**config.mk**
```make
export PLATFORM = sky130hd
export DESIGN_NAME = ps2_gpi_source
export DESIGN_NICKNAME = d
export VERILOG_FILES = /design/src/rtl/ps2_gpi_source.sv
export SDC_FILE = /design/constraint.sdc
export NUM_CORES = 1
export LEC_CHECK = 0
export BUFFER_PORTS_ARGS = -buffer_cell sky130_fd_sc_hd__buf_2
export CORE_MARGIN = 3
export CORE_UTILIZATION = 40
export CTS_BUF_LIST = sky130_fd_sc_hd__clkbuf_8
export CTS_CLUSTER_DIAMETER = 150
export CTS_CLUSTER_SIZE = 12
export DETAILED_ROUTE_END_ITERATION = 8
export PLACE_DENSITY = 0.68
export SLEW_MARGIN = 40
export SYNTH_ARGS = -nofsm -noshare
export SYNTH_HDL_FRONTEND = slang
export SYNTH_SLANG_ARGS = --single-unit
```
**constraint.sdc**
```tcl
create_clock -name clock -period 6.08 [get_ports clock]
set_input_delay 1.216 -clock clock [delete_from_list [all_inputs] [get_ports clock]]
set_output_delay 1.216 -clock clock [all_outputs]
set_load 0.01 [all_outputs]
```
**src/rtl/ps2_gpi_source.sv**
```systemverilog
// ps2_gpi_source
//   Receives PS/2 keyboard frames and turns each good scan-code byte into
//   a one-cycle write strobe for CPU register R13 and flag F. Decoded bytes
//   wait in a small FIFO until the CPU clears its flag with gpi_ack.
//
// Parameters
//   FIFO_DEPTH      bytes buffered (power of two, 2..16)
//   TIMEOUT_CYCLES  clock cycles without a PS/2 falling edge before a partial
//                   frame is abandoned
//
// Ports
//   clock      in   sole clock, all logic on its rising edge
//   reset      in   asynchronous active-low reset
//   ps2_clk    in   raw keyboard clock, asynchronous
//   ps2_data   in   raw keyboard data, asynchronous
//   gpi_ack    in   CPU flag-clear strobe, one cycle
//   gpi        out  [7:0] scan-code byte presented to R13
//   gpi_we     out  one-cycle write strobe for R13 / F
//   overflow   out  sticky, a byte was dropped because the FIFO was full
//   frame_err  out  one-cycle pulse per discarded frame
//
// Build option
//   PS2_BREAK_FILTER_EN  when defined, the break prefix 8'hF0 and the byte
//                        after it are consumed instead of delivered.
//
// Receiver states
//   state  | meaning
//   IDLE   | waiting for a start bit (data 0 on a falling edge)
//   DATA   | shifting in 8 data bits, LSB first
//   PARITY | sampling the odd-parity bit
//   STOP   | checking the stop bit, accepting or discarding the byte

module ps2_gpi_source #(
  parameter int FIFO_DEPTH     = 4,
  parameter int TIMEOUT_CYCLES = 50000
) (
  input  logic       clock,
  input  logic       reset,
  input  logic       ps2_clk,
  input  logic       ps2_data,
  input  logic       gpi_ack,
  output logic [7:0] gpi,
  output logic       gpi_we,
  output logic       overflow,
  output logic       frame_err
);

  localparam int PW = $clog2(FIFO_DEPTH);
  localparam int TW = $clog2(TIMEOUT_CYCLES + 1);
  localparam logic [TW-1:0] TMO_LOAD = TW'(TIMEOUT_CYCLES - 1);
  localparam logic [TW-1:0] TMO_ONE  = TW'(1);
  localparam logic [PW:0]   PTR_ONE  = (PW + 1)'(1);

  typedef enum logic [1:0] {
    IDLE   = 2'd0,
    DATA   = 2'd1,
    PARITY = 2'd2,
    STOP   = 2'd3
  } state_t;

  // synchronizers; prev holds last cycle's synchronized clock for edge detect
  logic ps2_clk_meta_q, ps2_clk_sync_q, ps2_clk_prev_q;
  logic ps2_data_meta_q, ps2_data_sync_q;

  state_t          state_q, state_d;
  logic [2:0]      bit_cnt_q, bit_cnt_d;
  logic [7:0]      shift_q, shift_d;
  logic            par_ok_q, par_ok_d;
  logic [TW-1:0]   tmo_q, tmo_d;
  logic            frame_err_q, frame_err_d;

  logic [7:0]      mem_q [FIFO_DEPTH];
  logic [PW:0]     wr_ptr_q, wr_ptr_d;
  logic [PW:0]     rd_ptr_q, rd_ptr_d;
  logic [7:0]      gpi_q, gpi_d;
  logic            gpi_we_q;
  logic            pending_q, pending_d;
  logic            overflow_q, overflow_d;

  logic fall, timeout, accept, push, push_ok, pop, empty, full;

  assign fall    = ps2_clk_prev_q & ~ps2_clk_sync_q;
  // down-counter reaches zero exactly TIMEOUT_CYCLES cycles after the last edge
  assign timeout = (state_q != IDLE) && !fall && (tmo_q == '0);

  always_comb begin
    state_d     = state_q;
    bit_cnt_d   = bit_cnt_q;
    shift_d     = shift_q;
    par_ok_d    = par_ok_q;
    frame_err_d = 1'b0;
    accept      = 1'b0;
    case (state_q)
      IDLE: begin
        if (fall && !ps2_data_sync_q) begin
          state_d   = DATA;
          bit_cnt_d = 3'd0;
        end
      end
      DATA: begin
        if (timeout) begin
          state_d     = IDLE;
          frame_err_d = 1'b1;
        end else if (fall) begin
          shift_d   = {ps2_data_sync_q, shift_q[7:1]};
          bit_cnt_d = bit_cnt_q + 3'd1;
          if (bit_cnt_q == 3'd7) state_d = PARITY;
        end
      end
      PARITY: begin
        if (timeout) begin
          state_d     = IDLE;
          frame_err_d = 1'b1;
        end else if (fall) begin
          par_ok_d = ^{shift_q, ps2_data_sync_q};
          state_d  = STOP;
        end
      end
      STOP: begin
        if (timeout) begin
          state_d     = IDLE;
          frame_err_d = 1'b1;
        end else if (fall) begin
          if (ps2_data_sync_q && par_ok_q) accept = 1'b1;
          else frame_err_d = 1'b1;
          state_d = IDLE;
        end
      end
      default: state_d = IDLE;
    endcase
  end

  always_comb begin
    if (fall) tmo_d = TMO_LOAD;
    else if (state_q == IDLE || tmo_q == '0) tmo_d = '0;
    else tmo_d = tmo_q - TMO_ONE;
  end

`ifdef PS2_BREAK_FILTER_EN
  logic break_seen_q, break_seen_d;

  // F0 and the key code following it are swallowed; E0 is a normal byte here
  always_comb begin
    push         = 1'b0;
    break_seen_d = break_seen_q;
    if (accept) begin
      if (break_seen_q) break_seen_d = 1'b0;
      else if (shift_q == 8'hF0) break_seen_d = 1'b1;
      else push = 1'b1;
    end
  end

  always_ff @(posedge clock or negedge reset) begin
    if (!reset) break_seen_q <= 1'b0;
    else        break_seen_q <= break_seen_d;
  end
`else
  assign push = accept;
`endif

  assign empty = (wr_ptr_q == rd_ptr_q);
  assign full  = (wr_ptr_q[PW] != rd_ptr_q[PW]) &&
                 (wr_ptr_q[PW-1:0] == rd_ptr_q[PW-1:0]);

  // an ack pops in the same cycle so gpi_we follows it directly; blocking on
  // gpi_we_q keeps strobes from landing on consecutive cycles
  assign pop     = !empty && !gpi_we_q && (!pending_q || gpi_ack);
  assign push_ok = push && (!full || pop);

  always_comb begin
    wr_ptr_d   = push_ok ? wr_ptr_q + PTR_ONE : wr_ptr_q;
    rd_ptr_d   = pop ? rd_ptr_q + PTR_ONE : rd_ptr_q;
    gpi_d      = pop ? mem_q[rd_ptr_q[PW-1:0]] : gpi_q;
    overflow_d = overflow_q | (push && !push_ok);
    if (pop)          pending_d = 1'b1;
    else if (gpi_ack) pending_d = 1'b0;
    else              pending_d = pending_q;
  end

  always_ff @(posedge clock) begin
    if (push_ok) mem_q[wr_ptr_q[PW-1:0]] <= shift_q;
  end

  always_ff @(posedge clock or negedge reset) begin
    if (!reset) begin
      ps2_clk_meta_q  <= 1'b1;
      ps2_clk_sync_q  <= 1'b1;
      ps2_clk_prev_q  <= 1'b1;
      ps2_data_meta_q <= 1'b1;
      ps2_data_sync_q <= 1'b1;
      state_q         <= IDLE;
      bit_cnt_q       <= 3'd0;
      shift_q         <= 8'h00;
      par_ok_q        <= 1'b0;
      tmo_q           <= '0;
      frame_err_q     <= 1'b0;
      wr_ptr_q        <= '0;
      rd_ptr_q        <= '0;
      gpi_q           <= 8'h00;
      gpi_we_q        <= 1'b0;
      pending_q       <= 1'b0;
      overflow_q      <= 1'b0;
    end else begin
      ps2_clk_meta_q  <= ps2_clk;
      ps2_clk_sync_q  <= ps2_clk_meta_q;
      ps2_clk_prev_q  <= ps2_clk_sync_q;
      ps2_data_meta_q <= ps2_data;
      ps2_data_sync_q <= ps2_data_meta_q;
      state_q         <= state_d;
      bit_cnt_q       <= bit_cnt_d;
      shift_q         <= shift_d;
      par_ok_q        <= par_ok_d;
      tmo_q           <= tmo_d;
      frame_err_q     <= frame_err_d;
      wr_ptr_q        <= wr_ptr_d;
      rd_ptr_q        <= rd_ptr_d;
      gpi_q           <= gpi_d;
      gpi_we_q        <= pop;
      pending_q       <= pending_d;
      overflow_q      <= overflow_d;
    end
  end

  assign gpi       = gpi_q;
  assign gpi_we    = gpi_we_q;
  assign overflow  = overflow_q;
  assign frame_err = frame_err_q;

endmodule

```
==> impl_metrics.ini, run 1 <==
[cts]
hold_buffers = 0
cts_root_buf = clkbuf_8
clock_sinks = 85
post_cts_buffers = 0
cts_tree = built
clkLatencyLatePin_ns = 0.36
post_cts_resize_count = 0
clk_path_buf_depth = 2
cts.clk_slew.worst_paths_ns = 0.08
cts_buffers = 9
htreeDepth = 3

[timing]
tightest_slew_ns = 0.6863
setup_tns_ns = 0
fin_crit_sh_pct = 37.75
fin_worst_skew_ns = 0.009578
setup_viol = 0
timing.final.crit_period_ns = 2.295
fmax_mhz = 435.7
slew_headroom_pct = 54.25
rsz0062_at_grt = false
hold_viol = 0
slew_violations = 0

[die]
io_pins = 16
dieArea_um2 = 10650
core.rowCount = 34
die_x_um = 103.2
core_area_um2 = 8934
initial_utilization_pct = 42.30
die_h_um = 103.2

[pwr]
p_total_mw = 2.049
vdd_ir_drop_max_uv = 229.6
p_leak_nw = 1.684
power-per-cell-area_nw_per_um2 = 492.3

[job]
cap_violations = 0

[layout]
multi_input_area_um2 = 1416
fillCellCount = 774
drive_gt1_share_pct = 23.69
syn_to_final_growth_pct = 10.17
fin_nets = 299
regArea_um2 = 2293
n_antenna_cell = 0

[yosys]
synth_top_family_by_area = multiplexers
yosys_register_bits = 85
synthAdderAreaFrac_pct = 3.974
yosysUniqueCellTypes = 55
synth_xor_area_share_pct = 5.695
synth_edf_count = 32
synth_flop_cell = dfrtp_1
synthCells = 265
synth_compound_area_share_pct = 7.980
synthMuxAreaShare_pct = 10.89
syn_nets = 282
syn_area_per_cell_um2 = 14.26
synth_area_um2 = 3779
async_flop_share_pct = 62.35
yosys_warnings = 0
yosysSeqAreaShare_pct = 60.70
yosys.area_share.simple_pct = 8.642

[setup_path]
cp_data_required_time_ns = 6.10
r2r_slack_ns = 3.86
crit_arrival_ns = 2.31
reg2reg_depth = 6
critPathLaunchType = primary input
startpoint = gpi_ack
critical_path_peak_fanout = 9
end_kind = flip-flop
crit_type = primary input to flip-flop
timing.rr.start = state_q[0]
r2r_end = state_q[1]

[routing]
drc = 0
num_vias = 2108
first_pass_iters = 5
drt_iter0_drc = 87
wirelength_mm = 6.124
viasPerCell = 5.337
wl_per_cell_um = 15.50
ant_nets = 0

[global_route]
grt_pass1_wl_mm = 10.56
grt_start_max_net_pins = 54
grt_overflow = 0
grt_pass1_vias = 2185
grt_usage_pct = 12.88
antenna_found_initial = 0

[run_status]
status = finished clean

[min_path]
whs_path_depth = 0
worstHoldEndpoint = ps2_data_sync_q
min_from = ps2_data_meta_q
min_path_type = flip-flop to flip-flop

[placed_design]
port_buffers = 15
place_congestion = 0.7976
dp_hpwl_mm = 4.157
sequential cells by signal, summed over array words and instances, names as in the netlist, 2 cells and up:
register / flops
shift_q: 8
tmo_q: 16
wr_ptr_q: 3
rd_ptr_q: 3
state_q: 2
mem_q: 32
gpi: 8
bit_cnt_q: 3
layer usage:
layer / GRT usage [%] / vias up / part of all wire (%) / wire length [um]
li1: - / 1006 / - / -
met1: 17.06 / 1050 / 48 / 2970
met4: 3.785 / 0 / 0.83 / 51
met3: 4.024 / 8 / 4.0 / 244
met2: 20.52 / 44 / 47 / 2858
met5: 0 / - / 0 / 0
synth_stat cells, drive strengths merged, types with 2 or more instances:
cell	number	area, um^2
clkbuf	6	22.52
ha	12	150.1
a31oi	5	37.53
xnor2	11	96.34
o21ai	16	80.08
nand3	6	30.03
a21oi	7	38.79
nor3	2	10.01
inv	8	30.03
edfxtp	32	960.9
nor2b	3	18.77
o31ai	3	36.28
dfstp	5	131.4
nor2	12	47.55
mux4	8	180.2
nand2	13	48.80
mux2	19	221.5
nand2b	3	18.77
nand4	2	25.02
dfrtp	48	1201
and3	4	25.02
or4	3	30.03
xor2	11	96.34
buf	4	27.52
worst max-delay path, stage by stage:
cell and delay, ns:
buf_2 0.07, nor2b_1 0.07, o2111ai_1 0.45, and3_1 0.50
cell families after synthesis:
logic type,count (synthesis)
flops,85
simple gates,56
compound gates,43
mux,28
xor+xnor,23
buf+inv,18
fa+ha+maj,12
stage by stage:
step,worst slack [ns],cells,area (um^2),hold slack (ns),util (%)
finish,3.785,395,4163,0.3593,46.60
global route,3.642,395,4163,0.3620,46.60
CTS,3.755,395,4163,0.3615,46.60
global placement,3.379,379,3946,0.3470,44.17
floorplan,3.757,265,3779,0.3452,-
detailed placement,3.385,379,3958,0.3481,44.30
area by class of cell:
class	instances	share of cell area (%)
flip-flops and latches	85	55.09
multi-input cells	162	34.02
well taps	108	3.246
clock buffers	9	2.976
repair buffers	16	1.984
clock inverters	7	1.954
inverters	8	0.7214
where the power goes:
part	total, mW	switching [mW]	internal (mW)
Clock	0.410	0.214	0.196
Sequential	0.935	0.174	0.761
Combinational	0.704	0.337	0.367
Total	2.05	0.724	1.32
layout by cell type (no fill, tap or decap), types with 4 or more instances in the layout:
master	instances
nand2_1	13
dfstp_2	5
xnor2_1	11
o21ai_0	8
buf_2	15
a21oi_1	6
o21ai_1	8
mux2_1	7
ha_1	12
clkbuf_8	9
and3_1	4
edfxtp_1	32
mux2_2	10
dfrtp_1	48
a31oi_1	4
nor2_1	11
nand3_1	6
mux4_2	8
xor2_1	11
inv_1	8
worst max path at each step:
stage                   to  slack [ns]
2_1_floorplan  mem_q[3][0]        3.76
3_3_place_gp        gpi[7]        3.38
3_5_place_dp   mem_q[3][4]        3.39
4_1_cts        mem_q[3][3]        3.76
5_1_grt        mem_q[3][3]        3.64
6_report       mem_q[3][3]        3.78
Note: power is estimated with default switching activity, not from simulation.
==> run 2: changes to the inputs <==
PLACE_DENSITY = 0.7   (was 0.68)
clock period = 2 ns   (was 6.08 ns; I/O delays follow)
==> run 2 against run 1 <==
Power grew to 3.1 times the previous value. Clock skew barely moved. Clock power grew to 2.7 times the previous value. Final cell count grew 5.8%. Global-route usage grew 0.71 points. Wire length rose by 6.8%. Critical path depth grew 1. Via count up 3.9%. Combinational power grew to 3.5 times the previous value. Worst setup slack got worse by 3.8 ns. Critical path type is now flip-flop to flip-flop. Largest power group unchanged.
==> impl_metrics.ini, run 2 (same netlist as run 1, synthesis figures left out) <==
[pwr]
p_total_mw = 6.328
p_leak_nw = 1.787
vdd_ir_drop_max_uv = 699.8
power-per-cell-area_nw_per_um2 = 1452

[routing]
viasPerCell = 5.239
top_layer = met4
wl_per_cell_um = 15.65
wl_met1_mm = 3.021
routed-wl-met3_um = 224
ant_nets = 0
drc = 0
wirelength_mm = 6.543
first_pass_iters = 4
drt_iter0_drc = 77
dr_wl_met2_mm = 3.218
num_vias = 2190

[die]
die_x_um = 103.2
core_area_um2 = 8934
io_pins = 16
dieArea_um2 = 10650
core.rowCount = 34
initial_utilization_pct = 42.30
die_h_um = 103.2

[layout]
syn_to_final_growth_pct = 15.33
drive_gt1_share_pct = 31.61
fillCellCount = 797
multi_input_area_um2 = 1440
final_cell_mix = 47 x dfrtp_1, 32 x edfxtp_1, 21 x buf_4
regArea_um2 = 2295
fin_nets = 322
layout.cells.non_filler = 418
n_antenna_cell = 0
largest_register_ffs = 32
final_core_util_pct = 48.78
final_common_cell = dfrtp_1

[setup_path]
end_kind = flip-flop
critPathLaunchType = flip-flop
critical_path_peak_fanout = 4
r2r_slack_ns = 0.03
cp_data_required_time_ns = 2.24
crit_type = flip-flop to flip-flop
crit_arrival_ns = 2.21

[run_status]
status = finished clean

[cts]
cts_root_buf = clkbuf_8
clk_path_buf_depth = 2
clock_sinks = 85
cts_tree = built
clkLatencyLatePin_ns = 0.36
cts.clk_slew.worst_paths_ns = 0.08
cts_buffers = 9
htreeDepth = 3

[global_route]
antenna_found_initial = 0
grt_overflow = 0
grt_pass1_vias = 2278
grt_pass1_wl_mm = 11.05
grt_start_max_net_pins = 38
grt_usage_pct = 13.60

[timing]
fin_worst_skew_ns = 0.009342
rsz0062_at_grt = true
tightest_slew_ns = 0.4256
slew_violations = 0
fin_crit_sh_pct = 98.36
fmax_mhz = 508.4
timing.final.crit_period_ns = 1.967
setup_viol = 0
finalHoldWorstSlack_ns = 0.1383
slew_headroom_pct = 71.62
hold_viol = 0

[job]
cap_violations = 0

[placed_design]
placed_cells = 400
dp_hpwl_mm = 4.414
place_congestion = 0.7754
port_buffers = 15

[min_path]
min_path_type = primary input to flip-flop
==> run 2: cell count changes in the layout (fill, tap and decap cells not counted), sizes merged <==
| cell | delta |
|---|---|
| inv | -1 |
| clkinv | +1 |
| clkinvlp | +1 |
| dlygate4sd3 | +1 |
| buf | +22 |
| bufinv | -1 |
==> run 2: final timing paths <==
check / start / to / cells past startpoint
worst max-delay path: state_q[1] / state_q[0] / 5
worst min-delay path: ps2_clk / ps2_clk_meta_q / 1
worst max register to register: state_q[1] / state_q[0] / 5
worst min register to register: ps2_clk_meta_q / ps2_clk_sync_q / 0
max in group asynchronous: reset / ps2_clk_prev_q / 3
min in group asynchronous: reset / gpi[5] / 2
==> run 2: stage by stage <==
step	setup WS (ns)	instance area, um^2	setup TNS (ns)
4_1_cts	0.003445	4320	0
3_5_place_dp	-0.07236	4129	-0.1423
3_3_place_gp	0.02338	4129	0
5_1_grt	-0.03420	4358	-0.05765
6_report	0.03285	4358	0
2_1_floorplan	0.01959	3779	0
==> run 2: worst max-delay path: stages, from the launching register on <==
cell      delay (ns)
dfrtp_2         0.45
ha_1            0.21
or4_4           0.52
a221oi_2        0.27
a31oi_2         0.08
mux2_4          0.32
==> run 2: layout make-up <==
cell class                      count  area share [%]
Clock inverter                      7           1.177
Timing Repair Buffer               39           6.489
Clock buffer                        9           2.842
Multi-Input combinational cell    162           33.05
Tap cell                          108           3.101
Sequential cell                    85           52.66
Inverter                            8          0.6891
==> run 2: metal layers <==
layer,track usage [%],up-vias
li1,-,1052
met1,17.19,1096
met2,22.30,34
met3,4.158,8
met4,4.681,0
met5,0,-
==> run 2: repair_timing <==
item	in CTS	in global routing
setup endpoints to repair	2	3
pin swaps	1	1
endpoints found under the hold margin	16	0
hold buffers	1	0
setup buffers	0	1
resized for setup	1	9
==> run 2: report_power, final <==
part | internal, mW | switching (mW)
sequential | 2.32 | 0.430
combinational | 1.30 | 1.19
clock | 0.455 | 0.633
